### src/rtl/alu.sv
// 32-bit MIPS32 integer ALU for the EX stage.
// Result, zero and signed-overflow flags are registered: valid one cycle after the inputs are sampled.
module alu #(
    parameter int WIDTH = 32
) (
    input  logic             clk,
    input  logic             rst_n,
    input  logic [2:0]       op,
    input  logic [WIDTH-1:0] a,
    input  logic [WIDTH-1:0] b,
    input  logic [4:0]       shamt,
    input  logic             slt_op,
    input  logic             arith_op,
    output logic             zero,
    output logic             overflow,
    output logic [WIDTH-1:0] y
);

    logic [WIDTH-1:0] sum;
    logic [WIDTH-1:0] diff;
    logic             add_ov;
    logic             sub_ov;
    logic             lt_s;
    logic             lt_u;

    logic [WIDTH-1:0] y_d;
    logic [WIDTH-1:0] y_q;
    logic             ov_d;
    logic             ov_q;
    logic             zero_q;

    assign sum    = a + b;
    assign diff   = a - b;
    assign add_ov = (a[WIDTH-1] == b[WIDTH-1]) && (sum[WIDTH-1] != a[WIDTH-1]);
    assign sub_ov = (a[WIDTH-1] != b[WIDTH-1]) && (diff[WIDTH-1] != a[WIDTH-1]);
    // Direct compares, not the sign of the wrapped difference, so extreme operands stay correct.
    assign lt_s   = $signed(a) < $signed(b);
    assign lt_u   = a < b;

    always_comb begin
        y_d  = '0;
        ov_d = 1'b0;
        if (arith_op) begin
            case (op[1:0])
                2'b00: begin
                    y_d  = sum;
                    ov_d = add_ov;
                end
                2'b01: y_d = sum;
                2'b10: begin
                    if (slt_op) begin
                        y_d = {{(WIDTH-1){1'b0}}, lt_s};
                    end else begin
                        y_d  = diff;
                        ov_d = sub_ov;
                    end
                end
                default: begin
                    if (slt_op) y_d = {{(WIDTH-1){1'b0}}, lt_u};
                    else        y_d = diff;
                end
            endcase
        end else begin
            case (op)
                3'b000:  y_d = a & b;
                3'b001:  y_d = a | b;
                3'b010:  y_d = a ^ b;
                3'b011:  y_d = ~(a | b);
                3'b100:  y_d = b << shamt;
                3'b101:  y_d = b >> shamt;
                3'b110:  y_d = $signed(b) >>> shamt;
                default: y_d = {b[15:0], {(WIDTH-16){1'b0}}};
            endcase
        end
    end

    always_ff @(posedge clk or negedge rst_n) begin
        if (!rst_n) begin
            y_q    <= '0;
            zero_q <= 1'b1;
            ov_q   <= 1'b0;
        end else begin
            y_q    <= y_d;
            zero_q <= (y_d == '0);
            ov_q   <= ov_d;
        end
    end

    assign y        = y_q;
    assign zero     = zero_q;
    assign overflow = ov_q;

endmodule

### config.mk
export PLATFORM = sky130hd
export DESIGN_NAME = alu
export DESIGN_NICKNAME = d
export VERILOG_FILES = /design/src/rtl/alu.sv
export SDC_FILE = /design/constraint.sdc
export NUM_CORES = 1
export LEC_CHECK = 0
export BUFFER_PORTS_ARGS = -buffer_cell sky130_fd_sc_hd__buf_2
export CAP_MARGIN = 20
export CORE_MARGIN = 2
export CORE_UTILIZATION = 63
export CTS_CLUSTER_SIZE = 14
export DETAILED_ROUTE_END_ITERATION = 7
export PLACE_DENSITY_LB_ADDON = 0.08
export SYNTH_ARGS = -nofsm -noshare
export SYNTH_HDL_FRONTEND = slang
export SYNTH_SLANG_ARGS = --single-unit
### constraint.sdc
create_clock -name clk -period 0.8 [get_ports clk]
set_input_delay 0.12 -clock clk [delete_from_list [all_inputs] [get_ports clk]]
set_output_delay 0.12 -clock clk [all_outputs]
set_load 0.005 [all_outputs]
==> qor.yml, run 1 <==
run_status:
  stop_stage: "clock tree synthesis (4_1_cts)"
  run_status: "did not finish"
  firstError: "[ERROR DPL-0038] Utilization greater than 100%, impossible to legalize"
logic_synthesis:
  yosys_warnings: 0
  synth_cells: 1616
  synth_ff_type: "dfrtp_1"
  synth-seq-cells: 34
  synth_edf_count: 0
  async_flop_share: 1.000
  avgSynthCellArea_sq_um: 7.387
  synth_cell_types: 90
  synth_nets: 1807
  syn-cell-area_sq_um: 11940
  ys_seq_area_frac: 0.07138
placement:
  dp.cells: 2428
  place_ws_ns: -3.414
  portBuffers: 109
  placed_cell_area_sq_um: 17500
  hpwl_mm: 57.72
  routabilityCongestion: 1.347
die:
  num_io_pins: 110
  fp.dieH_um: 141.7
  start_util: 0.6403
  die_w_um: 141.7
  rows: 50
cts:
  htree_num_levels: 2
  numCtsBuffers: 5
  cts_root_buf: "clkbuf_16"
  clock_path_buffers: 2
  post-cts-setup-buffers: 82
  cts_hold_buf: 1
  cts-resized-gates: 306
  cts_sinks: 34
## through the flow
stage,util,hold slack [ns]
after global placement,0.9386,0.08791
after detailed placement,0.9386,0.1011
after floorplan,-,-0.1756
## synthesized netlist by cell type, types with 11 or more instances
cell type,count,share of area
mux2i_1,66,0.055
nor2_1,148,0.047
o31ai_1,11,0.0069
buf_1,19,0.0060
buf_2,34,0.014
o21bai_1,17,0.011
o21a_1,14,0.0088
nand2b_1,25,0.013
a21o_1,23,0.014
o211ai_1,32,0.020
and2_1,13,0.0068
mux2_2,23,0.022
a2111oi_0,14,0.010
o311ai_0,11,0.0081
a21oi_1,107,0.045
o22ai_1,20,0.010
nor3_1,35,0.015
or2_2,12,0.0063
nand3_1,39,0.016
dfrtp_1,33,0.069
nor2b_1,25,0.013
ha_1,113,0.12
inv_1,102,0.032
a31oi_1,21,0.011
clkbuf_1,93,0.029
a211oi_1,32,0.020
xnor2_1,18,0.013
o221ai_1,21,0.015
a22oi_1,11,0.0069
mux4_2,52,0.098
nand4_1,14,0.0073
o21ai_0,87,0.036
nand2_1,124,0.039
a221oi_1,14,0.010
## kinds of logic after synthesis
group                      Yosys count  synth area share
adders and majority gates          115            0.1218
muxes                              147            0.1824
buffers and inverters              256           0.08699
xor gates and xnor gates            19           0.01394
and+or+nand+nor                    498            0.2023
DFF                                 34           0.07138
AOI/OAI and AO/OA                  547            0.3212
==> inputs of run 2 (changes only) <==
- CORE_UTILIZATION: 63 -> 40
- CTS_CLUSTER_SIZE: 14 -> default
- PLACE_DENSITY_LB_ADDON: 0.08 -> 0.15
==> run 2 against run 1 <==
Net effect:
- the flow now finishes, with violations (setup timing)
- synthesized cell count is the same
- synthesized area unchanged
==> qor.yml, run 2 <==
run_status:
  run_status: "finished with violations"
  violations: "setup timing"
power_and_ir_drop:
  p_leak_nw: 9.657
  clock_power_share: 0.118
  p_total_w: 0.02064
  power_switching_w: 0.009449
  internal-power_w: 0.01119
  comb_power_share: 0.783
  ir_drop_uv: 788.0
  p_sw_frac: 0.4579
  powerDensity_nw_per_um2: 971.2
  seq_power_share: 0.099
finish:
  final_cell_mix: "688 x buf_4, 138 x nor2_1, 113 x nand2_1"
  fin_area_sq_um: 21250
  nets: 2552
  final_layout_size_suffix_gt1_frac: 0.5360
  seq_area_sq_um: 852.1
  largest_register_ffs: 32
  area_delta_synth_final_pct: 77.99
  finish.utilization: 0.7207
  multi_input_area_sq_um: 11940
  layout_commonest_cell: "buf_4"
  fillers: 2280
setup_path:
  critPathKind: "input pin to flip-flop"
  crit_buf_inv: 2
  crit_chain: "buf_8 -> ha_4 -> fa_2 -> a21o_1 -> a221o_2 -> a22o_1 -> buf_6 -> a211oi_4 -> o21bai_1 -> mux2i_1 -> o2111ai_2 -> a2111oi_0 -> nand4_1 -> or4_1 -> nor4_2"
  cp.arrival_ns: 3.84
  cp_slowest_stage_delay_ns: 0.50
  worst_path_max_delay_cell: "or4_1"
  worstPathRequired_ns: 1.00
  cp-start-kind: "input pin"
  cp_top_family: "compound AO/OA/AOI/OAI gates"
  critPathMaxFanout: 5
  cp-end-kind: "flip-flop"
  path_depth: 15
routing:
  drcViolationCount: 0
  first_pass_iters: 8
  drt-vias-per-instance: 6.448
  drt-wirelength-per-cell_um: 27.35
  dr_total_vias: 17770
  wl_mm: 75.37
  ant_nets: 0
  drtIter0Drc: 2204
timing:
  hold_viol_final: 0
  tightest_slew_ns: 0.7557
  rsz0062_at_grt: "yes"
  fmax_ghz: 0.2749
  final.setup.tns_ns: -57.81
  fin_crit_ns: 3.638
  final_max_slew_viol_count: 0
  period_share: 4.548
  setup_violations: 68
  worst_slack_ns: -2.838
  slew-limit-headroom: 0.4962
flow_run:
  drv_cap: 0
logic_synthesis:
  yosysMostFrequentCell: "nor2_1"
  synth_edf_count: 0
  synth_cells: 1616
  yosys-top-cells-count: "148 x nor2_1, 124 x nand2_1, 113 x ha_1, 107 x a21oi_1, 102 x inv_1"
  avgSynthCellArea_sq_um: 7.387
  synth-seq-cells: 34
  ys_seq_area_frac: 0.07138
  synth_nets: 1807
  synth_cell_types: 90
  synth_area_leader_cell: "ha_1"
  synth_top_area_frac: 0.1184
  yosys_warnings: 0
  async_flop_share: 1.000
  syn-cell-area_sq_um: 11940
  yosys-top-cells-area: "ha_1 12%, mux4_2 9.8%, dfrtp_1 6.9%"
  synth_ff_type: "dfrtp_1"
die:
  die_area_sq_um: 31240
  fp.dieH_um: 176.8
  core-area_sq_um: 29480
  rows: 63
  start_util: 0.4049
  num_io_pins: 110
  die_w_um: 176.8
cts:
  cts_tree: "done"
  htree_num_levels: 2
  cts_root_buf: "clkbuf_16"
  numCtsBuffers: 5
  cts_sinks: 34
  path_clk_slew_ns: 0.07
  clock_path_buffers: 2
worst_hold_path:
  min_path_type: "input pin to async pin"
global_routing:
  gr-usage-all-layers: 0.4674
  grt_pass1_vias: 17300
  antenna_found_initial: 5
  grt_max_degree: 23
  grt_pass1_wl_mm: 108.9
  grt_overflow: 0
placement:
  hpwl_mm: 60.35
  place_ws_ns: -3.336
  routabilityCongestion: 1.143
  placed_cell_area_sq_um: 18310
  portBuffers: 109
run 2: what timing repair did:
action / in CTS / in global routing
hold endpoints to repair: 33 / 0
setup endpoints to repair: 68 / 68
gates cloned: 1 / 0
hold buffers: 1 / 0
resized for setup: 333 / 144
pin swaps: 98 / 79
setup buffers: 76 / 38
run 2: cell families (layout without fill, tap and decap cells):
group,Yosys count,after routing,share of synthesized area
AND/OR/NAND/NOR,498,498,0.2023
multiplexers,147,147,0.1824
XOR/XNOR,19,19,0.01394
buffers and inverters,256,1002,0.08699
AO/OA/AOI/OAI,547,547,0.3212
other,0,4,0
adder cells (fa/ha/maj),115,115,0.1218
flip-flops,34,34,0.07138
run 2: path summary, 6_finish.rpt:
path                       startpoint  endpoint  slack (ns)
worst min-delay path            rst_n     y[26]        0.32
max in group asynchronous       rst_n      zero        0.22
worst max-delay path             a[0]      zero       -2.84
min in group clk                a[31]  overflow        0.46
run 2: cell type report:
class                   instances  area share
multi-input cells            1326      0.5619
repair buffers                890      0.3437
flip-flops and latches         34     0.04010
well taps                     390     0.02297
inverters                     104     0.02285
clock buffers                   5    0.005889
clock inverters                 3    0.002120
diodes                          4   0.0004711
run 2: power by group through the flow:
| stage | clock network, W | logic, W | registers [W] |
|---|---|---|---|
| finish | 0.00243 | 0.0162 | 0.00205 |
| global route | 0.00250 | 0.0167 | 0.00207 |
| CTS | 0.00243 | 0.0150 | 0.00205 |
| detailed placement | 0 | 0.0132 | 0.00208 |
| global placement | 0 | 0.0131 | 0.00208 |
| floorplan | 0 | 0.00638 | 0.00214 |
run 2: stage by stage:
stage          hold slack [ns]  cells
2_1_floorplan          -0.1756   1616
3_3_place_gp           0.08496   2653
3_5_place_dp           0.09573   2653
4_1_cts                 0.3247   2732
5_1_grt                 0.3496   2753
6_report                0.3174   2756
run 2: per-layer routing:
| metal | part of all wire | wire (um) | GRT usage |
|---|---|---|---|
| met3 | 0.11 | 8596 | 0.1055 |
| met5 | 0.00096 | 72 | 0 |
| met4 | 0.079 | 5939 | 0.2924 |
| met1 | 0.37 | 27590 | 0.5771 |
| met2 | 0.44 | 33180 | 0.7367 |
No activity file was read; power rests on OpenSTA's default activity.
==> inputs of run 3 (changes only) <==
- CORE_ASPECT_RATIO: default -> 0.9
==> run 3 against run 2 <==
Net effect:
- die area is essentially flat
- power grew 3.1%
- core utilization grew 0.41 points
- design area shrank 0.52%
- the flow still finishes with violations (setup timing)
- global-route usage grew 0.66 points
- clock power grew 16%
- cell count shrank 0.15%
- maximum frequency shrank 4.5%
- non-clock buffer count shrank 10
- routed wire length grew 3.4%
- via count grew 1.4%
- combinational power is essentially flat
- critical endpoint unchanged
==> qor.yml, run 3 (synthesis gave the netlist of run 2 again) <==
setup_path:
  worstPathRequired_ns: 1.01
  critPathMaxFanout: 5
  crit_buf_inv: 3
  cp.arrival_ns: 4.02
  critPathKind: "input pin to flip-flop"
  worst_path_max_delay_cell: "or4_4"
  cp-end-kind: "flip-flop"
  cp_top_family: "simple AND/OR/NAND/NOR gates"
  cp-start-kind: "input pin"
  crit_chain: "buf_8 -> ha_4 -> fa_2 -> a21o_1 -> a221o_2 -> a21o_1 -> buf_4 -> a221o_1 -> a21o_1 -> or4_4 -> nor3_4 -> buf_6 -> nand4b_1 -> or4_4 -> nor4_4"
  cp_slowest_stage_delay_ns: 0.56
  cpMostUsedCell: "a21o_1"
finish:
  final_cell_mix: "682 x buf_4, 138 x nor2_1, 116 x nand2_1"
  area_delta_synth_final_pct: 77.06
  largest_register_ffs: 32
  layout_commonest_cell: "buf_4"
  finish.utilization: 0.7249
  final_layout_size_suffix_gt1_frac: 0.5315
  nets: 2542
power_and_ir_drop:
  p_sw_frac: 0.4567
  seq_power_share: 0.097
  comb_power_share: 0.771
  internal-power_w: 0.01156
  p_leak_nw: 9.600
  ir_drop_uv: 1350
  powerDensity_nw_per_um2: 1007
  clock_power_share: 0.132
  power_switching_w: 0.009719
timing:
  fmax_ghz: 0.2626
  hold_viol_final: 0
  final.setup.tns_ns: -60.49
  rsz0062_at_grt: "yes"
  slew-limit-headroom: 0.4944
  fin_crit_ns: 3.808
  period_share: 4.760
  tightest_slew_ns: 0.7505
  final_max_slew_viol_count: 0
  worst_slack_ns: -3.008
  setup_violations: 68
die:
  start_util: 0.4094
  core-area_sq_um: 29160
  die_w_um: 186.1
  rows: 59
  fp.dieH_um: 167.9
  num_io_pins: 110
  die_area_sq_um: 31240
cts:
  cts_root_buf: "clkbuf_16"
  path_clk_slew_ns: 0.07
  cts_tree: "done"
  clock_path_buffers: 2
  htree_num_levels: 2
  cts_sinks: 34
  numCtsBuffers: 5
routing:
  drt-wirelength-per-cell_um: 28.33
  drtIter0Drc: 2483
  ant_nets: 0
  drt-vias-per-instance: 6.549
  first_pass_iters: 6
  drcViolationCount: 0
  wl_mm: 77.95
  dr_total_vias: 18020
flow_run:
  drv_cap: 0
global_routing:
  antenna_found_initial: 4
  grt_overflow: 0
  gr-usage-all-layers: 0.4739
  grt_pass1_wl_mm: 110.2
  grt_max_degree: 38
  grt_pass1_vias: 17180
placement:
  portBuffers: 109
  routabilityCongestion: 1.100
  hpwl_mm: 59.80
run_status:
  run_status: "finished with violations"
  violations: "setup timing"
worst_hold_path:
  min_path_type: "input pin to async pin"
==> run 3: cell types whose count changed in the layout (fill, tap and decap cells not counted), sizes merged <==
cell / delta
bufinv: +1
buf: -11
clkbuf: +1
clkinvlp: -1
==> run 3: power by group through the flow <==
stage	sequential, W	clock (W)	combinational [W]
6_report	0.00206	0.00281	0.0164
5_1_grt	0.00208	0.00287	0.0169
4_1_cts	0.00206	0.00278	0.0150
3_5_place_dp	0.00208	0	0.0132
3_3_place_gp	0.00208	0	0.0131
2_1_floorplan	0.00214	0	0.00638
==> run 3: cell type report <==
cell class,count,area (sq um)
diodes,4,10.01
clock buffers,5,125.1
clock inverters,3,68.82
fillers,2206,8023
inverters,104,484.2
multi-input cells,1326,11880
flip-flops and latches,34,852.1
well taps,396,495.5
repair buffers,880,7217
==> run 3: tightest hold or removal path: stages <==
cell,delay [ns]
dlygate4sd3_1,0.51
buf_2,0.12
buf_12,0.22
==> run 3: metrics by stage <==
| stage | hold WS (ns) | instance area, sq um | cells | setup slack [ns] | total power (W) |
|---|---|---|---|---|---|
| CTS | 0.3242 | 20350 | 2726 | -2.965 | 0.01984 |
| finish | 0.3060 | 21140 | 2752 | -3.008 | 0.02128 |
| floorplan | -0.1756 | 12970 | 1616 | -2.600 | 0.008517 |
| detailed placement | 0.09982 | 18140 | 2641 | -3.480 | 0.01527 |
| global route | 0.3564 | 21130 | 2749 | -3.072 | 0.02188 |
| global placement | 0.09757 | 18130 | 2639 | -3.313 | 0.01517 |
==> run 3: worst paths after layout <==
kind | to | depth (start not counted) | start | slack, ns
min in group clk | overflow | 5 | a[31] | 0.41
setup / recovery | zero | 15 | a[0] | -3.01
hold / removal | y[0] | 3 | rst_n | 0.31
max in group asynchronous | zero | 3 | rst_n | 0.24
==> run 3: repair_timing <==
item / CTS / global route
resized for setup: 301 / 142
hold endpoints to repair: 33 / 0
buffers inserted: 87 / 46
hold buffers: 1 / 0
pin swaps: 108 / 116
endpoints found under the setup margin: 68 / 68
gates cloned: 0 / 2
==> run 3: routing by layer <==
metal	up-vias	routed length, um	GRT usage
li1	7597	-	-
met2	1427	31910	0.6940
met3	391	9624	0.1190
met4	2	6334	0.2790
met1	8606	30070	0.6269
met5	-	12	0
==> inputs of run 4 (changes only) <==
- PLACE_DENSITY_LB_ADDON: 0.15 -> 0.05
==> run 4 against run 3 <==
Net effect:
- the flow still finishes with violations (setup timing)
- clock power shrank 14%
- highest routed layer unchanged
- global-route usage fell by 1.7 points
- first-iteration DRC count increased by 1.7%
- core utilization fell by 0.94 points
- sequential share of layout area is 0.053 points higher
- sequential cell count unchanged
- design area decreased by 1.3%
- maximum frequency up 4.7%
- critical endpoint unchanged
- routed wire length down 5.3%
==> qor.yml, run 4 (synthesis gave the netlist of run 2 again) <==
routing:
  wl_mm: 73.85
  drcViolationCount: 0
  drtIter0Drc: 2524
  drt-wirelength-per-cell_um: 27.01
  first_pass_iters: 8
  dr_total_vias: 17710
  ant_nets: 0
  drt-vias-per-instance: 6.477
power_and_ir_drop:
  p_sw_frac: 0.4586
  internal-power_w: 0.01111
  ir_drop_uv: 872.0
  power_switching_w: 0.009411
  p_leak_nw: 9.490
  comb_power_share: 0.781
  seq_power_share: 0.100
  p_total_w: 0.02052
  clock_power_share: 0.119
  powerDensity_nw_per_um2: 983.7
setup_path:
  cp_top_family: "compound AO/OA/AOI/OAI gates"
  cp-start-kind: "input pin"
  critPathKind: "input pin to flip-flop"
  cpMostUsedCell: "buf_4"
  crit_buf_inv: 5
  worst_path_max_delay_cell: "or4_4"
  worstPathRequired_ns: 1.01
  path_depth: 16
  cp_slowest_stage_delay_ns: 0.51
  cp.arrival_ns: 3.84
  cp-end-kind: "flip-flop"
  crit_chain: "buf_6 -> buf_4 -> buf_8 -> mux2_2 -> o22ai_1 -> a211o_1 -> o32ai_1 -> o31ai_1 -> buf_4 -> nor3b_4 -> o211ai_1 -> a2111oi_1 -> buf_4 -> nand4_1 -> or4_4 -> nor4_4"
  critPathMaxFanout: 11
timing:
  slew-limit-headroom: 0.3744
  setup_violations: 68
  rsz0062_at_grt: "yes"
  worst_slack_ns: -2.835
  fin_crit_ns: 3.635
  holdWs_ns: 0.3801
  tightest_slew_ns: 0.9321
  fmax_ghz: 0.2751
  final_max_slew_viol_count: 0
  final.setup.tns_ns: -58.57
  period_share: 4.544
  hold_viol_final: 0
flow_run:
  drv_cap: 0
die:
  num_io_pins: 110
  core-area_sq_um: 29160
  die_area_sq_um: 31240
  fp.dieH_um: 167.9
  start_util: 0.4094
  rows: 59
  die_w_um: 186.1
global_routing:
  grt_pass1_vias: 16620
  grt_overflow: 0
  gr-usage-all-layers: 0.4566
  grt_pass1_wl_mm: 106.1
  grt_max_degree: 40
  antenna_found_initial: 4
finish:
  seq_area_sq_um: 852.1
  nets: 2527
  final_cells: 2734
  layout_commonest_cell: "buf_4"
  final_cell_mix: "671 x buf_4, 139 x nor2_1, 119 x nand2_1"
  finish.utilization: 0.7155
  largest_register_ffs: 32
  area_delta_synth_final_pct: 74.77
  fillers: 2240
  multi_input_area_sq_um: 11880
  final_layout_size_suffix_gt1_frac: 0.5280
cts:
  clock_path_buffers: 2
  cts_sinks: 34
  cts_root_buf: "clkbuf_16"
  cts_tree: "done"
  htree_num_levels: 2
  numCtsBuffers: 5
  path_clk_slew_ns: 0.07
worst_hold_path:
  min_path_type: "input pin to async pin"
placement:
  portBuffers: 109
  dp.cells: 2638
  routabilityCongestion: 1.080
  hpwl_mm: 59.16
run_status:
  violations: "setup timing"
  run_status: "finished with violations"
==> run 4: cell types whose count changed in the layout (fill, tap and decap cells not counted), moves of 4 or more <==
| cell | previous run | this run |
|---|---|---|
| a21oi_2 | 17 | 13 |
| a21oi_1 | 83 | 89 |
| nor3_1 | 21 | 26 |
| nand2_2 | 7 | 3 |
| buf_2 | 84 | 80 |
| nor3_2 | 13 | 7 |
| buf_6 | 62 | 74 |
| buf_12 | 34 | 21 |
| a211oi_2 | 6 | 10 |
| a211oi_4 | 9 | 5 |
| buf_4 | 682 | 671 |
==> run 4: stage by stage <==
step           worst slack (ns)  instance area [sq um]
6_report                 -2.835                  20860
5_1_grt                  -2.943                  20860
4_1_cts                  -2.795                  19910
3_5_place_dp             -3.354                  18070
3_3_place_gp             -3.345                  18070
2_1_floorplan            -2.600                  12970
==> run 4: what timing repair did <==
action                                  CTS  global route
pin swaps                               104           113
hold buffers                              1             0
setup buffers                            63            45
cloned                                    1             0
hold endpoints to repair                 33             0
gates resized for setup                 273           157
endpoints found under the setup margin   68            68
==> run 4: layout make-up <==
| cell class | count | share of cell area |
|---|---|---|
| inverters | 104 | 0.02231 |
| well taps | 396 | 0.02375 |
| flip-flops and latches | 34 | 0.04084 |
| diodes | 1 | 0.0001199 |
| repair buffers | 865 | 0.3356 |
| clock inverters | 3 | 0.002159 |
| clock buffers | 5 | 0.005997 |
| multi-input cells | 1326 | 0.5692 |
==> run 4: path summary, 6_finish.rpt <==
kind                          start  endpoint  slack (ns)
hold / removal                rst_n      y[7]        0.38
min in group clk              a[31]  overflow        0.44
setup / recovery           shamt[2]      zero       -2.84
max in group asynchronous     rst_n      zero        0.15
==> run 4: routing by layer <==
metal,track usage,vias up,share of wire,wire length [um]
li1,-,7557,-,-
met1,0.6179,8499,0.39,28930
met2,0.6775,1347,0.42,30730
met3,0.1045,302,0.12,9200
met4,0.2304,2,0.067,4971
met5,0,-,0.00016,12
==> run 4: power by group through the flow <==
stage / clock, W / sequential, W / combinational (W)
global placement: 0 / 0.00208 / 0.0130
floorplan: 0 / 0.00214 / 0.00638
global route: 0.00249 / 0.00208 / 0.0166
finish: 0.00243 / 0.00205 / 0.0160
CTS: 0.00241 / 0.00205 / 0.0145
detailed placement: 0 / 0.00208 / 0.0131
